<file path="src/rtl/uart_pkg.sv">
// uart_pkg: state encoding, default widths and ALU opcodes shared by the UART/ALU controller, the ALU and the bench.
package uart_pkg;
  localparam int NBIT_DATA_DEF = 8;
  localparam int NBIT_OP_DEF = 6;
  typedef enum logic [2:0] {
    WAIT_A  = 3'd0,
    WAIT_B  = 3'd1,
    WAIT_OP = 3'd2,
    CALC    = 3'd3,
    SEND    = 3'd4,
    WAIT_TX = 3'd5
  } state_t;
  localparam logic [5:0] OP_ADD = 6'b100000;
  localparam logic [5:0] OP_SUB = 6'b100010;
  localparam logic [5:0] OP_AND = 6'b100100;
  localparam logic [5:0] OP_OR  = 6'b100101;
  localparam logic [5:0] OP_XOR = 6'b100110;
  localparam logic [5:0] OP_SRA = 6'b000011;
  localparam logic [5:0] OP_SRL = 6'b000010;
  localparam logic [5:0] OP_NOR = 6'b100111;
endpackage

</file>
<file path="src/rtl/uart_alu_ctrl_if.sv">
// uart_alu_ctrl_if: UART receive/transmit handshake and ALU operand/result bundle around the controller.
interface uart_alu_ctrl_if
  import uart_pkg::*;
#(
  parameter int NBIT_DATA = NBIT_DATA_DEF,
  parameter int NBIT_OP = NBIT_OP_DEF
);
  logic rx_done_tick;
  logic [NBIT_DATA-1:0] rx_data;
  logic tx_done_tick;
  logic [NBIT_DATA-1:0] alu_result;
  logic [NBIT_DATA-1:0] alu_a;
  logic [NBIT_DATA-1:0] alu_b;
  logic [NBIT_OP-1:0] alu_op;
  logic tx_start;
  logic [NBIT_DATA-1:0] tx_data;
  logic busy;
  logic rx_overrun_tick;
  logic timeout_tick;
  modport master (
    input rx_done_tick, rx_data, tx_done_tick, alu_result,
    output alu_a, alu_b, alu_op, tx_start, tx_data, busy, rx_overrun_tick, timeout_tick
  );
  modport slave (
    output rx_done_tick, rx_data, tx_done_tick, alu_result,
    input alu_a, alu_b, alu_op, tx_start, tx_data, busy, rx_overrun_tick, timeout_tick
  );
endinterface

</file>
<file path="src/rtl/uart_alu_ctrl_frame_timer.sv">
// frame_timer: inter-byte timeout counter; tc marks the terminal count while enabled and not being cleared.
module frame_timer #(
  parameter int TIMEOUT_CYCLES = 40000000
) (
  input  logic CLK,
  input  logic reset,
  input  logic clr,
  input  logic en,
  output logic tc
);
  localparam int W = $clog2(TIMEOUT_CYCLES);
  logic [W-1:0] cnt;
  assign tc = en && !clr && cnt == W'(TIMEOUT_CYCLES - 1);
  always_ff @(posedge CLK)
    cnt <= (!reset || clr || !en || tc) ? '0 : cnt + 1'b1;
endmodule

</file>
<file path="src/rtl/uart_alu_ctrl.sv">
// uart_alu_ctrl: collects A, B, opcode bytes from the UART, feeds the ALU and transmits the result.
// Optional inter-byte timeout enabled by UART_ALU_CTRL_TIMEOUT_EN.
module uart_alu_ctrl
  import uart_pkg::*;
#(
  parameter int TIMEOUT_CYCLES = 40000000
) (
  input logic CLK,
  input logic reset,
  uart_alu_ctrl_if.master bus
);
  state_t state;
  logic tmo;
`ifdef UART_ALU_CTRL_TIMEOUT_EN
  frame_timer #(.TIMEOUT_CYCLES(TIMEOUT_CYCLES)) u_timer (
    .CLK(CLK),
    .reset(reset),
    .clr(bus.rx_done_tick),
    .en(state == WAIT_B || state == WAIT_OP),
    .tc(tmo)
  );
`else
  assign tmo = 1'b0;
`endif
  always_ff @(posedge CLK) begin
    if (!reset) begin
      state <= WAIT_A;
      bus.alu_a <= '0;
      bus.alu_b <= '0;
      bus.alu_op <= '0;
      bus.tx_data <= '0;
      bus.tx_start <= 1'b0;
      bus.busy <= 1'b0;
      bus.rx_overrun_tick <= 1'b0;
      bus.timeout_tick <= 1'b0;
    end else begin
      bus.tx_start <= 1'b0;
      bus.timeout_tick <= 1'b0;
      // bytes arriving while a result is in flight are dropped, not queued
      bus.rx_overrun_tick <= bus.rx_done_tick && (state == CALC || state == SEND || state == WAIT_TX);
      case (state)
        WAIT_A:
          if (bus.rx_done_tick) begin
            bus.alu_a <= bus.rx_data;
            state <= WAIT_B;
          end
        WAIT_B:
          if (bus.rx_done_tick) begin
            bus.alu_b <= bus.rx_data;
            state <= WAIT_OP;
          end else if (tmo) begin
            state <= WAIT_A;
            bus.timeout_tick <= 1'b1;
          end
        WAIT_OP:
          if (bus.rx_done_tick) begin
            bus.alu_op <= bus.rx_data[$bits(bus.alu_op)-1:0];
            bus.busy <= 1'b1;
            state <= CALC;
          end else if (tmo) begin
            state <= WAIT_A;
            bus.timeout_tick <= 1'b1;
          end
        CALC: begin
          bus.tx_data <= bus.alu_result;
          bus.tx_start <= 1'b1;
          state <= SEND;
        end
        SEND: state <= WAIT_TX;
        WAIT_TX:
          if (bus.tx_done_tick) begin
            bus.busy <= 1'b0;
            state <= WAIT_A;
          end
        default: state <= WAIT_A;
      endcase
    end
  end
endmodule

</file>
<file path="src/flat_wrapper.sv">
// flat-port wrapper written by rule: the top's interface ports become plain ports
module uart_alu_ctrl_flat import uart_pkg::*;
#(
  parameter int TIMEOUT_CYCLES = 40000000
)
  (CLK, reset, bus_rx_done_tick, bus_rx_data, bus_tx_done_tick, bus_alu_result, bus_alu_a, bus_alu_b, bus_alu_op, bus_tx_start, bus_tx_data, bus_busy, bus_rx_overrun_tick, bus_timeout_tick);
  uart_alu_ctrl_if bus_i ();
  input logic CLK;
  input logic reset;
  input wire logic [$bits(bus_i.rx_done_tick)-1:0] bus_rx_done_tick;
  input wire logic [$bits(bus_i.rx_data)-1:0] bus_rx_data;
  input wire logic [$bits(bus_i.tx_done_tick)-1:0] bus_tx_done_tick;
  input wire logic [$bits(bus_i.alu_result)-1:0] bus_alu_result;
  output wire logic [$bits(bus_i.alu_a)-1:0] bus_alu_a;
  output wire logic [$bits(bus_i.alu_b)-1:0] bus_alu_b;
  output wire logic [$bits(bus_i.alu_op)-1:0] bus_alu_op;
  output wire logic [$bits(bus_i.tx_start)-1:0] bus_tx_start;
  output wire logic [$bits(bus_i.tx_data)-1:0] bus_tx_data;
  output wire logic [$bits(bus_i.busy)-1:0] bus_busy;
  output wire logic [$bits(bus_i.rx_overrun_tick)-1:0] bus_rx_overrun_tick;
  output wire logic [$bits(bus_i.timeout_tick)-1:0] bus_timeout_tick;
  assign bus_i.rx_done_tick = bus_rx_done_tick;
  assign bus_i.rx_data = bus_rx_data;
  assign bus_i.tx_done_tick = bus_tx_done_tick;
  assign bus_i.alu_result = bus_alu_result;
  assign bus_alu_a = bus_i.alu_a;
  assign bus_alu_b = bus_i.alu_b;
  assign bus_alu_op = bus_i.alu_op;
  assign bus_tx_start = bus_i.tx_start;
  assign bus_tx_data = bus_i.tx_data;
  assign bus_busy = bus_i.busy;
  assign bus_rx_overrun_tick = bus_i.rx_overrun_tick;
  assign bus_timeout_tick = bus_i.timeout_tick;
  uart_alu_ctrl #(.TIMEOUT_CYCLES(TIMEOUT_CYCLES)) u_core (.CLK(CLK), .reset(reset), .bus(bus_i));
endmodule
</file>
<file path="config.mk">
export PLATFORM = sky130hd
export DESIGN_NAME = uart_alu_ctrl_flat
export DESIGN_NICKNAME = d
export VERILOG_FILES = /design/src/rtl/uart_pkg.sv /design/src/rtl/uart_alu_ctrl_if.sv /design/src/rtl/uart_alu_ctrl_frame_timer.sv /design/src/rtl/uart_alu_ctrl.sv /design/src/flat_wrapper.sv
export SDC_FILE = /design/constraint.sdc
export NUM_CORES = 1
export LEC_CHECK = 0
export CAP_MARGIN = 20
export CELL_PAD_IN_SITES_DETAIL_PLACEMENT = 0
export CELL_PAD_IN_SITES_GLOBAL_PLACEMENT = 1
export CORE_MARGIN = 3
export CORE_UTILIZATION = 34
export DETAILED_ROUTE_END_ITERATION = 7
export PLACE_DENSITY_LB_ADDON = 0.05
export SYNTH_ARGS = -nofsm -noshare
export SYNTH_HDL_FRONTEND = slang
export SYNTH_SLANG_ARGS = --single-unit
</file>
<file path="constraint.sdc">
create_clock -name CLK -period 2.71 [get_ports CLK]
set_input_delay 0.4065 -clock CLK [delete_from_list [all_inputs] [get_ports CLK]]
set_output_delay 0.4065 -clock CLK [all_outputs]
set_load 0.02 [all_outputs]
</file>
==> results.py, run 1 <==
metrics = {
    "outcome": {
        "run_status": "finished, final reports clean",
    },
    "global_routing": {
        "grt_pass1_vias": 1057,
        "grt-ovfl-total": 0,
        "antenna_found_initial": 0,
        "grt_pass1_wl_microns": 5160,
        "grt_usage_pct": 13.5,
        "grt_max_degree": 20,
    },
    "sta": {
        "min_period_ns": 1.75,
        "clock_skew_ns": 0.00466,
        "hold_violations": 0,
        "finalCritPeriodShare_pct": 64.8,
        "relSlewSlack_pct": 49.1,
        "fmax_ghz": 0.570,
        "rsz0062_at_grt": "false",
        "holdWs_ns": 0.459,
        "worstMarginPinSlew_ns": 0.760,
        "slew_violations": 0,
        "tns_ns": 0,
        "finalSetupViolCount": 0,
    },
    "clocking": {
        "clockBufferDepth": 2,
        "cts-buffers-inserted": 5,
        "holdBufCountCts": 0,
        "post_cts_buffers": 0,
        "cts_tree": "yes",
        "clkSlewWorstSetupHoldPaths_ns": 0.07,
        "cts_sinks": 36,
        "clk_latency_ns": 0.28,
        "root_buffer": "clkbuf_8",
        "cts-htree-levels": 2,
        "post_cts_resized": 0,
    },
    "worst_setup_path": {
        "cp.required_ns": 2.85,
        "crit_path_cell_trace": "clkdlybuf4s50_1 > nor4b_4 > o21ai_0",
        "slowest_delay_ns": 0.68,
        "timing.critical_path.buf_inv": 1,
        "cp_slowest_cell": "nor4b_4",
        "worstPathArrival_ns": 1.89,
        "critPathKind": "in2reg",
        "cp_max_fo": 16,
        "start_kind": "input pin",
        "crit_path_end_kind": "register",
        "critPathTopFamily": "simple AND/OR/NAND/NOR gates",
    },
    "drt": {
        "drt_iter0_drc": 61,
        "drc_errors": 0,
        "dr.pass1.iters": 4,
        "vias": 1145,
        "routed_wl_microns": 3130,
        "routed_via_density": 4.81,
        "route.detailed.wl_per_inst_microns": 13.2,
        "ant_nets": 0,
    },
    "synthesis": {
        "synth_top_area_share_pct": 51.5,
        "yosysTopAreaCell": "dfxtp_1",
        "synth-seq-area-share_pct": 51.5,
        "synth_cell_types": 26,
        "synth-seq-cells": 36,
        "netlist_area_sq_um": 1400,
        "synth_area_leaders": "dfxtp_1 (51%), mux2i_1 (16%), nor2_1 (6.2%)",
        "synth_cells": 140,
        "synth_warnings": 0,
        "syn_nets": 160,
        "syn_area_per_cell_sq_um": 10.0,
    },
    "cells_and_area": {
        "drive_gt1_share_pct": 7.89,
        "layout_common_cells": "clkdlybuf4s50_1 (52), dfxtp_1 (36), nor2_1 (23), mux2i_1 (22), nand2_1 (11)",
        "final_common_cell": "clkdlybuf4s50_1",
        "finalNetCount": 209,
        "layout-area-overhead-vs-synth_pct": 42.8,
        "fillers": 345,
        "diodes": 0,
    },
    "die": {
        "start_util_pct": 36.6,
        "die_x_microns": 70.2,
        "die_area_sq_um": 4920,
        "io_pins": 54,
        "rows": 22,
        "dieHeight_microns": 70.2,
        "coreArea_sq_um": 3830,
    },
    "placed_design": {
        "dp_hpwl_microns": 2320,
        "gp_congestion": 0.729,
        "port_buffers": 52,
    },
    "power_and_ir_drop": {
        "ir_worst_vdd_v": 0.000250,
        "p_per_area_nw_per_um2": 553,
        "p_leak_nw": 0.772,
    },
    "run": {
        "drv_cap": 0,
    },
    "hold_path": {
        "hold_path.class": "reg2reg",
    },
}
[flip-flops by register name, summed over array words and instances, names as in the netlist]
register and count:
u_core.bus.rx_overrun_tick 1, u_core.bus.tx_data 8, u_core.state 3, u_core.bus.busy 1
u_core.bus.alu_a 8, u_core.bus.alu_b 8, u_core.bus.alu_op 6, u_core.bus.tx_start 1
[report_power, final]
group / internal, mW / leakage (nW) / switching (mW) / total [mW]
sequential: 0.550 / 0.292 / 0.0165 / 0.567
clock: 0.202 / 0.0510 / 0.181 / 0.383
combinational: 0.0810 / 0.429 / 0.0755 / 0.156
total: 0.834 / 0.772 / 0.273 / 1.11
[kinds of logic (layout without fill, tap and decap cells)]
logic type	count (synthesis)	count (layout)	synth area share (%)
buffers and inverters	15	65	7.15
DFF	36	36	51.5
AOI/OAI and AO/OA	16	16	7.15
muxes	22	22	15.7
and+or+nand+nor	50	50	18.2
other	1	1	0.268
[final cells by class]
cell class / instances / area [sq um] / area share, %
multi-input cells: 89 / 579 / 29.0
clock inverters: 2 / 10.0 / 0.501
clock buffers: 6 / 82.6 / 4.13
inverters: 3 / 11.3 / 0.563
repair buffers: 54 / 536 / 26.8
well taps: 48 / 60.1 / 3.00
flip-flops and latches: 36 / 721 / 36.0
[final timing paths]
kind	start	end	slack, ns	cells after the start
worst min-delay path	u_core.bus.alu_a[6]$_SDFFE_PN0P_	u_core.bus.alu_a[6]$_SDFFE_PN0P_	0.46	2
worst max register to register	u_core.state[2]$_SDFFE_PN0P_	u_core.bus.alu_a[2]$_SDFFE_PN0P_	1.21	2
worst min register to register	u_core.bus.alu_a[6]$_SDFFE_PN0P_	u_core.bus.alu_a[6]$_SDFFE_PN0P_	0.46	2
worst max-delay path	bus_rx_done_tick	u_core.bus.alu_a[2]$_SDFFE_PN0P_	0.96	3
[cells in the mapped netlist (all sizes together)]
master  count
a211oi      2
mux2i      22
a31oi       1
nand3       8
conb        1
nand2      11
nor3b       1
o21a        1
and4bb      2
o21ai       9
nor2       23
dfxtp      36
inv         2
a21oi       2
buf         9
clkbuf      3
nor4b       2
clkinv      1
o31a        1
or2b        1
nand3b      2
[metal layers]
layer  GRT usage (%)  part of all wire, %
met2            19.9                   46
met1            17.2                   45
met4            6.38                  1.5
met3            4.89                  7.2
met5               0                    0
[through the flow]
stage                     power, mW  cells  utilization [%]  area, sq um  setup WS, ns
after CTS                      1.12    238             52.3         2000         0.922
after floorplan               0.665    140                -         1400          1.48
after global routing           1.16    238             52.3         2000         0.783
after detailed placement      0.737    230             49.8         1910         0.621
after global placement        0.733    230             49.8         1910         0.740
final                          1.11    238             52.3         2000         0.955
[tightest hold or removal path, cell delays in order, from the launching register on]
cell and delay (ns):
dfxtp_1 0.31, nand2_1 0.06, o21ai_2 0.04
Note: power is estimated with default switching activity, not from simulation.
==> run 2: changes to the inputs <==
- CORE_UTILIZATION: 34 -> 31
- clock period: 2.71 -> 1.7 ns (I/O delays scaled with it)
==> results.py, run 2 (synthesis results as in run 1) <==
metrics = {
    "die": {
        "start_util_pct": 33.6,
        "dieHeight_microns": 73.2,
        "io_pins": 54,
        "rows": 23,
        "die_area_sq_um": 5360,
        "die_x_microns": 73.2,
        "coreArea_sq_um": 4170,
    },
    "sta": {
        "fmax_ghz": 0.660,
        "finalWorstSetupSlack_ns": 0.184,
        "hold_violations": 0,
        "rsz0062_at_grt": "false",
        "clock_skew_ns": 0.00509,
        "tns_ns": 0,
        "slew_violations": 0,
        "holdWs_ns": 0.454,
        "finalCritPeriodShare_pct": 89.2,
        "min_period_ns": 1.52,
        "finalSetupViolCount": 0,
    },
    "cells_and_area": {
        "layout_common_cells": "clkdlybuf4s50_1 (52), dfxtp_1 (36), nor2_1 (23), mux2i_1 (22), nand2_1 (11)",
        "layout-area-overhead-vs-synth_pct": 48.4,
        "finalNetCount": 213,
        "fillers": 371,
        "seqCellArea_sq_um": 721,
        "drive_gt1_share_pct": 9.79,
        "multiInputGateArea_sq_um": 579,
        "final_common_cell": "clkdlybuf4s50_1",
        "diodes": 0,
        "reg_top3": "u_core.bus.alu_a (8), u_core.bus.alu_b (8), u_core.bus.tx_data (8)",
    },
    "drt": {
        "routed_wl_microns": 3220,
        "vias": 1137,
        "drt_iter0_drc": 86,
        "dr.pass1.iters": 4,
        "route.detailed.wl_per_inst_microns": 13.2,
        "routed_via_density": 4.66,
        "ant_nets": 0,
        "drc_errors": 0,
    },
    "clocking": {
        "holdBufCountCts": 0,
        "clk_latency_ns": 0.28,
        "clockBufferDepth": 2,
        "post_cts_buffers": 0,
        "root_buffer": "clkbuf_8",
        "clkSlewWorstSetupHoldPaths_ns": 0.07,
        "cts_tree": "yes",
        "cts_sinks": 36,
        "cts-buffers-inserted": 5,
        "post_cts_resized": 0,
        "cts-htree-levels": 2,
    },
    "worst_setup_path": {
        "critPathKind": "reg2out",
        "cp_max_fo": 2,
        "crit_path_end_kind": "primary output",
        "slowest_delay_ns": 0.62,
        "cp.required_ns": 1.44,
        "worstPathArrival_ns": 1.26,
        "crit_path_cell_trace": "clkdlybuf4s50_1",
        "critPathTopFamily": "buffers and inverters",
        "start_kind": "register",
        "timing.critical_path.buf_inv": 1,
        "cp_slowest_cell": "clkdlybuf4s50_1",
    },
    "global_routing": {
        "grt_pass1_wl_microns": 5300,
        "antenna_found_initial": 0,
        "grt_usage_pct": 13.3,
        "grt-ovfl-total": 0,
        "grt_pass1_vias": 1133,
        "grt_max_degree": 26,
    },
    "run": {
        "drv_cap": 0,
    },
    "power_and_ir_drop": {
        "p_leak_nw": 0.808,
        "ir_worst_vdd_v": 0.000515,
        "p_per_area_nw_per_um2": 951,
        "p_total_mw": 1.98,
    },
    "placed_design": {
        "port_buffers": 52,
        "dp_worst_setup_slack_ns": 0.0915,
        "gp_congestion": 0.706,
        "dp_hpwl_microns": 2330,
    },
    "hold_path": {
        "hold_path.class": "reg2reg",
    },
    "outcome": {
        "run_status": "finished, final reports clean",
    },
}
## run 2: cell count changes in the layout (fill, tap and decap cells not counted), sizes merged
cell | before | now
buf | 2 | 6
bufinv | 0 | 1
clkbuf | 6 | 7
clkinv | 3 | 1
## run 2: through the flow
stage	instance area, sq um	utilization [%]	instances
after global routing	2080	49.8	244
after floorplan	1400	-	140
after global placement	1950	46.8	236
after CTS	2080	49.8	244
final	2080	49.8	244
after detailed placement	1950	46.8	236
## run 2: power by group
group | internal (mW) | switching, mW | total, mW
Combinational | 0.139 | 0.123 | 0.263
Sequential | 0.877 | 0.0256 | 0.902
Clock | 0.517 | 0.293 | 0.810
## run 2: worst min-delay path, delay by kind of cell, from the launching register on
| family | cells | cell delay, ns |
|---|---|---|
| flops | 1 | 0.31 |
| compound gates | 1 | 0.06 |
| simple gates | 1 | 0.05 |
## run 2: metal layers
| layer | vias to the layer above | track usage [%] | wire length, microns |
|---|---|---|---|
| met4 | 0 | 6.15 | 48 |
| met1 | 523 | 17.2 | 1460 |
| li1 | 573 | - | - |
| met3 | 5 | 5.23 | 245 |
| met5 | - | 0 | 0 |
| met2 | 36 | 19.2 | 1460 |
## run 2: cell type report
| cell class | count | share of cell area, % |
|---|---|---|
| clock buffers | 7 | 4.64 |
| clock inverters | 1 | 1.44 |
| well taps | 50 | 3.01 |
| flip-flops and latches | 36 | 34.7 |
| inverters | 3 | 0.542 |
| multi-input cells | 89 | 27.9 |
| repair buffers | 58 | 27.8 |
## run 2: final timing paths
check | startpoint | end | slack (ns) | cells after the start
worst max-delay path | u_core.bus.alu_b[1]$_SDFFE_PN0P_ | bus_alu_b[1] | 0.18 | 1
worst min-delay path | u_core.bus.alu_a[2]$_SDFFE_PN0P_ | u_core.bus.alu_a[2]$_SDFFE_PN0P_ | 0.45 | 2
worst max register to register | u_core.state[1]$_SDFFE_PN0P_ | u_core.bus.alu_op[3]$_SDFFE_PN0P_ | 0.34 | 3
worst min register to register | u_core.bus.alu_a[2]$_SDFFE_PN0P_ | u_core.bus.alu_a[2]$_SDFFE_PN0P_ | 0.45 | 2
==> run 3: changes to the inputs <==
- ABC_CLOCK_PERIOD_IN_PS: not set -> 1700
==> results of run 3 <==
No change in the layout: final DEF, timing and power equal those of run 2.
